$ cat src/rtl/pc_gen_if.sv
// pc_gen_if: fetch handshake, redirect and fault bus of the program-counter generator.
interface pc_gen_if #(
  parameter int XLEN = 32
);
  logic [XLEN-1:0] pc;
  logic pc_valid;
  logic pc_ready;
  logic stall;
  logic br_valid;
  logic [XLEN-1:0] br_addr;
  logic trap_valid;
  logic [XLEN-1:0] trap_addr;
  logic fetch_is_c;
  logic fault;
  logic [1:0] fault_cause;
  logic [XLEN-1:0] fault_addr;
  logic [1:0] state;
  modport master (
    output pc, pc_valid, fault, fault_cause, fault_addr, state,
    input pc_ready, stall, br_valid, br_addr, trap_valid, trap_addr, fetch_is_c
  );
  modport slave (
    input pc, pc_valid, fault, fault_cause, fault_addr, state,
    output pc_ready, stall, br_valid, br_addr, trap_valid, trap_addr, fetch_is_c
  );
endinterface

$ cat src/rtl/pc_gen.sv
// pc_gen: fetch PC generator with handshake, stall, pending branch, trap/branch redirects, target checking and HALT.
// Define COMPRESSED_EN for 2-byte alignment and fetch_is_c-driven step.
module pc_gen #(
  parameter int XLEN = 32,
  parameter logic [XLEN-1:0] BOOT_ADDR = '0,
  parameter logic [XLEN-1:0] IMEM_BASE = '0,
  parameter logic [XLEN-1:0] IMEM_SIZE = XLEN'('h1000)
) (
  input logic clk,
  input logic rst,
  pc_gen_if.master bus
);
  localparam logic [1:0] BOOT = 2'd0;
  localparam logic [1:0] RUN = 2'd1;
  localparam logic [1:0] HALT = 2'd2;
  logic [XLEN-1:0] step;
`ifdef COMPRESSED_EN
  localparam logic [1:0] AMASK = 2'b01;
  assign step = bus.fetch_is_c ? XLEN'(2) : XLEN'(4);
`else
  localparam logic [1:0] AMASK = 2'b11;
  logic unused_fetch_is_c;
  assign step = XLEN'(4);
  assign unused_fetch_is_c = bus.fetch_is_c;
`endif
  logic [1:0] st, st_n, fc, fc_n, why;
  logic [XLEN-1:0] pc_q, pc_n, paddr, paddr_n, fa, fa_n, tgt, trap_al;
  logic vld, pend, pend_n, flt, flt_n, chk, fire;
  // misaligned outranks out-of-range; window test avoids base+size overflow
  function automatic logic [1:0] cause(input logic [XLEN-1:0] a);
    return |(a[1:0] & AMASK) ? 2'b01 :
           (a < IMEM_BASE || a - IMEM_BASE >= IMEM_SIZE) ? 2'b10 : 2'b00;
  endfunction
  assign trap_al = bus.trap_addr & ~XLEN'(AMASK);
  assign fire = vld & bus.pc_ready & ~bus.stall;
  always_comb begin
    st_n = st;
    pc_n = pc_q;
    pend_n = pend;
    paddr_n = paddr;
    flt_n = 1'b0;
    fc_n = fc;
    fa_n = fa;
    chk = 1'b0;
    tgt = pc_q + step;
    if (st != RUN) begin
      pend_n = 1'b0;
      if (st == BOOT || bus.trap_valid) begin
        st_n = RUN;
        pc_n = bus.trap_valid ? trap_al : pc_q;
      end
    end else if (bus.trap_valid) begin
      pc_n = trap_al;
      pend_n = 1'b0;
    end else if (bus.br_valid) begin
      pend_n = bus.stall;
      paddr_n = bus.stall ? bus.br_addr : paddr;
      chk = ~bus.stall;
      tgt = bus.br_addr;
    end else if (pend & ~bus.stall) begin
      pend_n = 1'b0;
      chk = 1'b1;
      tgt = paddr;
    end else begin
      chk = fire;
    end
    why = cause(tgt);
    if (chk && why == 2'b00) begin
      pc_n = tgt;
    end else if (chk) begin
      st_n = HALT;
      pend_n = 1'b0;
      flt_n = 1'b1;
      fc_n = why;
      fa_n = tgt;
    end
  end
  always_ff @(posedge clk) begin
    if (rst) begin
      st <= BOOT;
      pc_q <= BOOT_ADDR;
      vld <= 1'b0;
      pend <= 1'b0;
      paddr <= '0;
      flt <= 1'b0;
      fc <= 2'b00;
      fa <= '0;
    end else begin
      st <= st_n;
      pc_q <= pc_n;
      vld <= st_n == RUN;
      pend <= pend_n;
      paddr <= paddr_n;
      flt <= flt_n;
      fc <= fc_n;
      fa <= fa_n;
    end
  end
  assign bus.pc = pc_q;
  assign bus.pc_valid = vld;
  assign bus.state = st;
  assign bus.fault = flt;
  assign bus.fault_cause = fc;
  assign bus.fault_addr = fa;
endmodule

$ cat src/flat_wrapper.sv
// flat-port wrapper written by rule: the top's interface ports become plain ports
module pc_gen_flat 
#(
  parameter int XLEN = 32,
  parameter logic [XLEN-1:0] BOOT_ADDR = '0,
  parameter logic [XLEN-1:0] IMEM_BASE = '0,
  parameter logic [XLEN-1:0] IMEM_SIZE = XLEN'('h1000)
)
  (clk, rst, bus_pc, bus_pc_valid, bus_fault, bus_fault_cause, bus_fault_addr, bus_state, bus_pc_ready, bus_stall, bus_br_valid, bus_br_addr, bus_trap_valid, bus_trap_addr, bus_fetch_is_c);
  pc_gen_if #(.XLEN(XLEN)) bus_i ();
  input logic clk;
  input logic rst;
  output wire logic [$bits(bus_i.pc)-1:0] bus_pc;
  output wire logic [$bits(bus_i.pc_valid)-1:0] bus_pc_valid;
  output wire logic [$bits(bus_i.fault)-1:0] bus_fault;
  output wire logic [$bits(bus_i.fault_cause)-1:0] bus_fault_cause;
  output wire logic [$bits(bus_i.fault_addr)-1:0] bus_fault_addr;
  output wire logic [$bits(bus_i.state)-1:0] bus_state;
  input wire logic [$bits(bus_i.pc_ready)-1:0] bus_pc_ready;
  input wire logic [$bits(bus_i.stall)-1:0] bus_stall;
  input wire logic [$bits(bus_i.br_valid)-1:0] bus_br_valid;
  input wire logic [$bits(bus_i.br_addr)-1:0] bus_br_addr;
  input wire logic [$bits(bus_i.trap_valid)-1:0] bus_trap_valid;
  input wire logic [$bits(bus_i.trap_addr)-1:0] bus_trap_addr;
  input wire logic [$bits(bus_i.fetch_is_c)-1:0] bus_fetch_is_c;
  assign bus_pc = bus_i.pc;
  assign bus_pc_valid = bus_i.pc_valid;
  assign bus_fault = bus_i.fault;
  assign bus_fault_cause = bus_i.fault_cause;
  assign bus_fault_addr = bus_i.fault_addr;
  assign bus_state = bus_i.state;
  assign bus_i.pc_ready = bus_pc_ready;
  assign bus_i.stall = bus_stall;
  assign bus_i.br_valid = bus_br_valid;
  assign bus_i.br_addr = bus_br_addr;
  assign bus_i.trap_valid = bus_trap_valid;
  assign bus_i.trap_addr = bus_trap_addr;
  assign bus_i.fetch_is_c = bus_fetch_is_c;
  pc_gen #(.XLEN(XLEN), .BOOT_ADDR(BOOT_ADDR), .IMEM_BASE(IMEM_BASE), .IMEM_SIZE(IMEM_SIZE)) u_core (.clk(clk), .rst(rst), .bus(bus_i));
endmodule
$ cat config.mk
export PLATFORM = sky130hd
export DESIGN_NAME = pc_gen_flat
export DESIGN_NICKNAME = d
export VERILOG_FILES = /design/src/rtl/pc_gen_if.sv /design/src/rtl/pc_gen.sv /design/src/flat_wrapper.sv
export SDC_FILE = /design/constraint.sdc
export NUM_CORES = 1
export LEC_CHECK = 0
export BUFFER_PORTS_ARGS = -buffer_cell sky130_fd_sc_hd__buf_2
export CORE_MARGIN = 5
export CORE_UTILIZATION = 40
export DETAILED_ROUTE_END_ITERATION = 7
export GPL_TIMING_DRIVEN = 0
export SLEW_MARGIN = 20
export SYNTH_ARGS = -nofsm -noshare
export SYNTH_HDL_FRONTEND = slang
export SYNTH_SLANG_ARGS = --single-unit
$ cat constraint.sdc
create_clock -name clk -period 3.78 [get_ports clk]
set_clock_uncertainty 0.05 [all_clocks]
set_input_delay 0.378 -clock clk [delete_from_list [all_inputs] [get_ports clk]]
set_output_delay 0.378 -clock clk [all_outputs]
set_load 0.05 [all_outputs]
==> out/metrics.cfg, run 1 <==
[clocking]
worstSkewPairLatency_ns=0.36
numCtsBuffers=9
htreeDepth=3
clkTransAtPathRegs_ns=0.07
cts_hold_buf=0
cts_tree=done
cts-root-buf=clkbuf_16
clockBufferDepth=2
clock_sink_count=103

[routing]
totalWireLength_mm=22.1
drt_first_pass_iters=5
wl_met1_mm=9.51
final_antenna_net_count=0
wl_per_cell_um=21.4
initialDrtViolationCount=583
remaining_drc_errors=0
drt-vias-per-instance=6.00
wl_met3_mm=1.53
vias=6212
highest_layer=met4
dr_wl_met2_mm=10.5

[pwr]
p_per_area_nw_per_um2=366
finalPower_uw=2580
irDropWorstVdd_mv=0.237
p_leak_uw=0.00277

[timing]
tightest_slew_ns=0.772
finalHoldViolCount=0
maxSlewViolCount=0
fin_crit_ns=3.69
slew_headroom=0.486
setup_tns_ns=0
fmax_mhz=271
fin_hold_ws_ns=0.173
min_period_over_period=0.977
setup_viol=0

[layout]
ff_latch_area_um2=2090
final_nets=922
area_growth_syn_to_layout_pct=25.8
stdcell_area_um2=7060
multi_input_area_um2=3380
fillers=1342
drive_gt1_frac=0.282
diodes=0

[floorplanning]
std_cell_rows=43
die_h_um=128
core-area_um2=13800
die_area_um2=16500
initial_core_util=0.406
ios=141
die_w_um=128

[global_route]
antenna_found_initial=0
grt_max_degree=17
grt_overflow=0
track_usage=0.261
grt_pass1_wl_mm=33.3
grt_pass1_vias=5998

[synthesis]
synth_edf_count=0
synth_area_um2=5610
synth_nets=765
ys_seq_area_frac=0.368
synth_cells=693
ys_ff_latch=103
async_flop_share=0
synthDistinctLibCells=63
synth_flop_cell=dfxtp_1
yosys_warnings=0
synth.avg_cell_area_um2=8.09

[placement]
hpwl_mm=16.6
placed_cell_area_um2=6530
gp_congestion=0.971
port_buffers=137

[hold_path]
holdCritPathClass=in -> reg

[setup_path]
cp_data_required_time_ns=3.98
worst-path-max-fanout=10
crit_type=reg -> reg
critPathCaptureType=register
cp.arrival_ns=3.89
critPathLaunchType=register

[flow_run]
maxCapViolCount=0

[run_status]
status=finished clean

## path summary, 6_finish.rpt
kind	start	end	slack (ns)	depth (start not counted)
hold reg to reg	u_core.paddr[9]$_SDFFE_PP0P_	u_core.paddr[9]$_SDFFE_PP0P_	0.41	2
setup reg to reg	u_core.bus.state[0]$_SDFF_PP0_	u_core.bus.pc[2]$_SDFFE_PP0P_	0.09	11
setup / recovery	u_core.bus.state[0]$_SDFF_PP0_	u_core.bus.pc[2]$_SDFFE_PP0P_	0.09	11
hold / removal	bus_trap_addr[23]	u_core.bus.pc[23]$_SDFFE_PP0P_	0.17	2
## flip-flops by register name, summed over array words and instances (netlist names)
signal	flops
u_core.pend	1
u_core.bus.pc_valid	1
u_core.bus.fault_addr	32
u_core.bus.state	2
u_core.bus.fault_cause	2
u_core.paddr	32
u_core.bus.fault	1
u_core.bus.pc	32
## layer usage
metal	vias to the layer above	GRT usage
met5	-	0
met4	0	0.0911
met3	54	0.0569
met2	308	0.428
met1	3008	0.339
li1	2842	-
## synth_stat cells, drive strengths merged (2+ instances only)
cell type | n | area (um^2)
nand2b | 21 | 131
dfxtp | 103 | 2060
buf | 11 | 68.8
xnor2 | 11 | 96.3
and4 | 4 | 35.0
o21ai | 13 | 65.1
o32a | 3 | 30.0
mux2i | 18 | 180
clkbuf | 45 | 169
nor4 | 13 | 81.3
nor3b | 3 | 22.5
o31a | 4 | 35.0
nor2 | 54 | 210
and3 | 9 | 56.3
a31oi | 5 | 46.3
o22a | 2 | 17.5
o21a | 2 | 15.0
o22ai | 10 | 62.6
a311oi | 9 | 78.8
mux2 | 18 | 210
xor2 | 6 | 52.6
nand3 | 18 | 90.1
or4 | 4 | 37.5
a21o | 2 | 15.0
nor2b | 17 | 106
nand2 | 91 | 342
a22oi | 13 | 97.6
inv | 13 | 48.8
a221oi | 4 | 35.0
a22o | 20 | 175
a21oi | 68 | 340
a211oi | 17 | 128
and2 | 5 | 31.3
o32ai | 3 | 33.8
nand4b | 2 | 17.5
a2bb2oi | 4 | 35.0
nand4 | 18 | 128
or3 | 6 | 37.5
nor3 | 11 | 66.3
## area by class of cell
cell class              instances  share of cell area
multi-input cells             521               0.478
clock inverters                 5             0.00479
plain buffers                  51              0.0346
clock buffers                  11              0.0344
inverters                      13             0.00691
flip-flops and latches        103               0.297
repair buffers                151               0.113
well taps                     180              0.0319
## where the power goes
group          internal, uW  leakage, uW  switching, uW
Combinational           163      0.00180            337
Clock                   465     0.000132            451
Sequential             1120     0.000845           47.5
## kinds of logic (layout without fill, tap and decap cells)
family	count (synthesis)	after routing	share of synthesized area
AND/OR/NAND/NOR	279	279	0.253
AO/OA/AOI/OAI	188	188	0.230
flip-flops	103	103	0.368
buffers and inverters	69	231	0.0511
multiplexers	36	36	0.0696
XOR/XNOR	17	17	0.0265
adder cells (fa/ha/maj)	1	1	0.00223
## cells in the final DEF, fill, tap and decap left out, types with 4 or more instances in the layout
| cell type | count |
|---|---|
| and3_1 | 8 |
| clkbuf_1 | 33 |
| a311oi_1 | 8 |
| o22ai_1 | 10 |
| nand2b_1 | 21 |
| a211oi_1 | 16 |
| nor2b_1 | 17 |
| clkbuf_16 | 9 |
| a22o_1 | 20 |
| nor2_1 | 52 |
| or3_1 | 6 |
| and2_1 | 5 |
| mux2i_1 | 18 |
| nor4_2 | 4 |
| dfxtp_4 | 6 |
| mux2_2 | 16 |
| xnor2_1 | 11 |
| o31a_1 | 4 |
| inv_1 | 13 |
| xor2_1 | 6 |
| nand2_1 | 90 |
| nand4_1 | 17 |
| nand3_1 | 17 |
| a21oi_1 | 67 |
| o21ai_0 | 12 |
| buf_4 | 14 |
| nor3_1 | 9 |
| dfxtp_1 | 90 |
| clkbuf_2 | 5 |
| dfxtp_2 | 7 |
| a31oi_1 | 4 |
| nor4_1 | 8 |
| buf_2 | 141 |
| a22oi_1 | 13 |
| a2bb2oi_1 | 4 |
## worst max-delay path: stages (launching register included)
cell      delay (ns)
dfxtp_1         0.39
or3b_2          0.51
a21oi_2         0.26
clkbuf_4        0.29
nor2_1          0.07
a211oi_2        0.36
nand4_1         0.16
or4_4           0.59
nor3_4          0.25
buf_6           0.15
buf_8           0.15
mux2_2          0.34
## per-stage QoR
step	utilization	worst slack, ns	cells
global placement	0.472	-0.688	1010
detailed placement	0.472	-0.664	1010
finish	0.510	0.0886	1035
global route	0.510	-0.0270	1035
CTS	0.500	0.00137	1030
floorplan	-	0.0115	693
## what timing repair did
item / CTS / global route
gates resized for setup: 19 / 36
endpoints found under the setup margin: 70 / 61
pin swaps: 3 / 6
endpoints found under the hold margin: 0 / 0
setup buffers: 6 / 8
Note: power is estimated with default switching activity, not from simulation.
==> run 2, diff against run 1 <==
Settings changed: CORE_UTILIZATION 40 to 26, GPL_TIMING_DRIVEN 0 to unset, SLEW_MARGIN 20 to unset.
==> run 2 against run 1 <==
Die area increased by 49%. Sequential share of layout area down 0.67 points. Core utilization fell by 17 points. Worst setup slack improved by 0.12 ns. Power up 1.3%. Flip-flop and latch count is the same. Cell count up 8.1%. Global-route usage fell by 9.7 points. Non-clock buffer count shrank 12.
==> out/metrics.cfg, run 2 (same netlist as run 1, synthesis figures left out) <==
[run_status]
status=finished clean

[layout]
drive_gt1_frac=0.287  ; +0.00554
final_cell_mix=137 x buf_2, 97 x dfxtp_1, 91 x nand2_1, 68 x a21oi_1, 52 x nor2_1
final_nets=910  ; -1.3%
layout_commonest_cell=buf_2
ff_latch_area_um2=2070  ; -1.1%
multi_input_area_um2=3270  ; -3.2%
fillers=2250  ; +68%
area_growth_syn_to_layout_pct=27.3

[routing]
initialDrtViolationCount=427  ; -27%
remaining_drc_errors=0  ; unchanged
totalWireLength_mm=20.4  ; -7.8%
drt_first_pass_iters=5  ; unchanged
vias=5735  ; -7.7%
final_antenna_net_count=0  ; unchanged
drt-vias-per-instance=5.13  ; -15%
wl_per_cell_um=18.2  ; -15%

[global_route]
grt_pass1_vias=5433  ; -9.4%
grt_pass1_wl_mm=31.3  ; -6.0%
grt_overflow=0  ; unchanged
grt_max_degree=33  ; +16
track_usage=0.164  ; -0.0971
antenna_found_initial=3  ; +3

[clocking]
cts-root-buf=clkbuf_16
post_cts_buffers=0  ; -6
htreeDepth=3  ; unchanged
clock_sink_count=103  ; unchanged
cts_resized=0  ; -19
clockBufferDepth=2  ; unchanged
cts_tree=done
worstSkewPairLatency_ns=0.37  ; about the same
cts_hold_buf=0  ; unchanged
numCtsBuffers=9  ; unchanged
clkTransAtPathRegs_ns=0.07  ; about the same

[setup_path]
cp.arrival_ns=3.77  ; -0.12 ns
crit_slowest_cell=or4_1
max_stage_delay_ns=0.65  ; +0.06 ns
cp_top_family=simple AND/OR/NAND/NOR gates
cp_data_required_time_ns=3.98  ; about the same
crit_type=reg -> reg
worst-path-max-fanout=13  ; +3
crit_chain=ha_1 > nand3_1 > nor4_1 > xnor2_1 > a2bb2o_1 > nand4b_1 > or4_1 > nor3_4 > buf_12 > mux2_2
critPathCaptureType=register
critPathLaunchType=register
cp_num_buf_inv=1  ; -2

[placement]
port_buffers=137  ; unchanged
gp_congestion=0.872  ; -10%
hpwl_mm=15.4  ; -6.8%

[timing]
tightest_slew_ns=0.736  ; -0.0361 ns
slew_headroom=0.510  ; +0.0240
min_period_over_period=0.944  ; -0.0321
setup_viol=0  ; unchanged
fin_crit_ns=3.57  ; -0.121 ns
finalHoldViolCount=0  ; unchanged
fin_hold_ws_ns=0.171  ; -0.00221 ns
grt_setup_unrepaired=false
fmax_mhz=280  ; +3.4%
maxSlewViolCount=0  ; unchanged
setup_tns_ns=0  ; unchanged

[pwr]
p_per_area_nw_per_um2=367  ; +0.14%
p_leak_uw=0.00283  ; +2.2%
swShare=0.308  ; -0.0152
p_switching_uw=806  ; -3.5%
p_int_uw=1810  ; +3.6%
irDropWorstVdd_mv=0.217  ; -8.6%
p_seq_frac=0.444  ; -0.008
power_frac_comb=0.188  ; -0.005
finalPower_uw=2620  ; +1.3%
p_clk_frac=0.369  ; +0.014

[floorplanning]
die_h_um=157  ; +22%
ios=141  ; unchanged
die_w_um=157  ; +22%
initial_core_util=0.265  ; -0.141
std_cell_rows=53  ; +23%
core-area_um2=21200  ; +53%
die_area_um2=24600  ; +49%

[hold_path]
holdCritPathClass=in -> reg

[flow_run]
maxCapViolCount=0  ; unchanged

==> run 2: layout make-up <==
type	instances	area share
diodes	2	0.000701
clock inverters	6	0.00964
well taps	275	0.0482
repair buffers	190	0.155
flip-flops and latches	103	0.290
clock buffers	9	0.0316
inverters	13	0.00684
multi-input cells	521	0.458
==> run 2: routing by layer <==
layer / track usage / wire length, um / vias up
met4: 0.0397 / 281 / 2
li1: - / - / 2823
met5: 0 / 7 / -
met2: 0.273 / 9910 / 160
met1: 0.213 / 9010 / 2729
met3: 0.0418 / 1180 / 21
==> run 2: final timing paths <==
kind	from	end	slack (ns)	depth (start not counted)
setup reg to reg	u_core.bus.pc[2]$_SDFFE_PP0P_	u_core.bus.pc[3]$_SDFFE_PP0P_	0.21	10
setup / recovery	u_core.bus.pc[2]$_SDFFE_PP0P_	u_core.bus.pc[3]$_SDFFE_PP0P_	0.21	10
hold / removal	bus_trap_addr[19]	u_core.bus.pc[19]$_SDFFE_PP0P_	0.17	2
hold reg to reg	u_core.paddr[2]$_SDFFE_PP0P_	u_core.paddr[2]$_SDFFE_PP0P_	0.40	2
==> run 2: power by group through the flow <==
stage | Clock, uW | Sequential, uW | Combinational, uW
floorplan | 0 | 1280 | 214
global placement | 0 | 1190 | 491
detailed placement | 0 | 1190 | 492
CTS | 982 | 1160 | 493
global route | 1020 | 1170 | 528
finish | 964 | 1160 | 492
==> run 2: metrics by stage <==
step	utilization	setup slack [ns]	cells	area, um^2
floorplan	-	0.0115	693	5620
global placement	0.323	0.283	1102	6840
detailed placement	0.323	0.248	1102	6840
CTS	0.337	0.223	1117	7130
global route	0.337	0.0610	1119	7140
finish	0.337	0.210	1119	7140
==> run 3, diff against run 2 <==
Settings changed: ABC_AREA set to 0, PLACE_DENSITY_LB_ADDON set to 0.3.
==> run 3 against run 2 <==
Cell area grew 0.54%. Global-route usage grew 0.18 points. Cell count is essentially flat. Critical path depth shrank 1. Clock power shrank 4.8%. Core utilization grew 0.18 points. Worst hold slack gained 0.014 ns. Sequential power is essentially flat. Non-clock buffer count grew 3. Flip-flop and latch count is the same. Via count grew 0.17%. Die area is the same.
==> out/metrics.cfg, run 3 (same netlist as run 1, synthesis figures left out) <==
[run_status]
status=finished clean

[timing]
tightest_slew_ns=0.758  ; +0.0227 ns
fin_crit_ns=3.64  ; +0.0706 ns
min_period_over_period=0.963  ; +0.0187
maxSlewViolCount=0  ; unchanged
finalHoldViolCount=0  ; unchanged
slew_headroom=0.495  ; -0.0151
fmax_mhz=275  ; -1.9%
setup_viol=0  ; unchanged

[pwr]
p_switching_uw=796  ; -1.3%
p_leak_uw=0.00285  ; +0.58%
power_frac_comb=0.195  ; +0.007
swShare=0.309  ; +0.000538
p_seq_frac=0.449  ; +0.005
p_per_area_nw_per_um2=359  ; -2.0%
p_int_uw=1780  ; -1.5%
irDropWorstVdd_mv=0.207  ; -4.7%
p_clk_frac=0.356  ; -0.013

[clocking]
numCtsBuffers=9  ; unchanged
cts-root-buf=clkbuf_16
clkTransAtPathRegs_ns=0.08  ; about the same
clockBufferDepth=2  ; unchanged
htreeDepth=3  ; unchanged
cts_tree=done
worstSkewPairLatency_ns=0.36  ; about the same
clock_sink_count=103  ; unchanged

[flow_run]
maxCapViolCount=0  ; unchanged

[floorplanning]
std_cell_rows=53  ; unchanged
die_area_um2=24600  ; unchanged
core-area_um2=21200  ; unchanged
ios=141  ; unchanged
initial_core_util=0.265  ; unchanged
die_w_um=157  ; unchanged
die_h_um=157  ; unchanged

[setup_path]
path_common_cell=or4_4
r2r_start=u_core.bus.pc[7]$_SDFFE_PP0P_
crit_chain=nand4_4 > or4_4 > o31a_1 > o32ai_2 > nand4_1 > or4_4 > nor3_4 > buf_12 > mux2_2
reg2reg_to=u_core.bus.pc[2]$_SDFFE_PP0P_
critPathCaptureType=register
ff2ff_setup_slack_ns=0.14  ; -0.07 ns
max_stage_delay_ns=0.63  ; -0.02 ns
cp_data_required_time_ns=3.97  ; about the same
critPathLaunchType=register
crit_slowest_cell=or4_4
cp.arrival_ns=3.83  ; +0.06 ns
reg2regPathDepth=9  ; -1
worst-path-max-fanout=13  ; unchanged
crit_type=reg -> reg

[routing]
remaining_drc_errors=0  ; unchanged
vias=5745  ; +0.17%
totalWireLength_mm=20.9  ; +2.5%
initialDrtViolationCount=514  ; +20%
drt-vias-per-instance=5.13  ; about the same
final_antenna_net_count=0  ; unchanged
wl_per_cell_um=18.7  ; +2.4%
drt_first_pass_iters=4  ; -1

[hold_path]
holdPathStages=2  ; unchanged
min_from=bus_trap_addr[25]
holdPathEnd=u_core.bus.pc[25]$_SDFFE_PP0P_
holdCritPathClass=in -> reg

[global_route]
grt_overflow=0  ; unchanged
grt_pass1_wl_mm=31.9  ; +2.0%
track_usage=0.166  ; +0.00182
grt_pass1_vias=5549  ; +2.1%
grt_max_degree=38  ; +15%
antenna_found_initial=2  ; -1

[placement]
port_buffers=137  ; unchanged
placed_cell_area_um2=6860  ; +0.29%
hpwl_mm=15.8  ; +2.2%
gp_congestion=0.800  ; -8.2%

[layout]
fillers=2253  ; +0.13%
diodes=0  ; -2
drive_gt1_frac=0.292  ; +0.00490
final_nets=913  ; +0.33%
multi_input_area_um2=3290  ; +0.61%
finish.utilization=0.339  ; +0.00183
ff_latch_area_um2=2070  ; unchanged
layout_commonest_cell=buf_2
area_growth_syn_to_layout_pct=27.9
stdcell_area_um2=7180  ; +0.54%
final_cell_mix=137 x buf_2, 97 x dfxtp_1, 91 x nand2_1, 68 x a21oi_1, 53 x buf_4

## run 3: worst max-delay path by stage
stage                                    from                                      to
5_1_grt         u_core.bus.pc[7]$_SDFFE_PP0P_  u_core.bus.fault_addr[16]$_SDFFE_PP0P_
2_1_floorplan  u_core.bus.pc[14]$_SDFFE_PP0P_  u_core.bus.fault_addr[27]$_SDFFE_PP0P_
3_3_place_gp    u_core.bus.pc[7]$_SDFFE_PP0P_  u_core.bus.fault_addr[28]$_SDFFE_PP0P_
3_5_place_dp    u_core.bus.pc[7]$_SDFFE_PP0P_  u_core.bus.fault_addr[28]$_SDFFE_PP0P_
6_report        u_core.bus.pc[7]$_SDFFE_PP0P_           u_core.bus.pc[2]$_SDFFE_PP0P_
4_1_cts         u_core.bus.pc[7]$_SDFFE_PP0P_  u_core.bus.fault_addr[28]$_SDFFE_PP0P_
## run 3: area by class of cell
cell class | instances | area share
clock buffers | 12 | 0.0357
clock inverters | 3 | 0.00366
repair buffers | 193 | 0.159
well taps | 275 | 0.0479
multi-input cells | 521 | 0.458
inverters | 13 | 0.00680
flip-flops and latches | 103 | 0.288
## run 3: stage by stage
step                hold WS, ns  setup slack (ns)  cells  power [uW]   TNS [ns]
floorplan                 0.382            0.0115    693        1490          0
CTS                       0.172            0.0828   1118        2610          0
global route              0.173         -0.000799   1120        2680  -0.000799
finish                    0.185             0.139   1120        2580          0
detailed placement        0.392             0.112   1103        1680          0
global placement          0.388             0.156   1103        1680          0
## run 3: worst max-delay path, delay by kind of cell, from the launching register on
kind | cells | cell delay, ns
and+or+nand+nor | 5 | 1.81
AOI/OAI and AO/OA | 2 | 0.69
DFF | 1 | 0.42
muxes | 1 | 0.33
buffers and inverters | 1 | 0.19
## run 3: per-layer routing
metal	up-vias	global-route usage	part of all wire
li1	2816	-	-
met1	2741	0.218	0.45
met2	165	0.280	0.48
met3	19	0.0368	0.058
met4	4	0.0335	0.013
met5	-	0	0.00091
## run 3: power groups by stage
stage	Sequential (uW)	Clock (uW)	Combinational (uW)
6_report	1160	918	504
3_3_place_gp	1180	0	500
2_1_floorplan	1280	0	214
4_1_cts	1160	946	503
5_1_grt	1160	980	540
3_5_place_dp	1180	0	502
## run 3: timing repair
| item | in CTS | in global routing |
|---|---|---|
| hold buffers | 0 | 0 |
| endpoints found under the setup margin | 0 | 12 |
| buffers inserted | 0 | 2 |
| resized for setup | 0 | 3 |
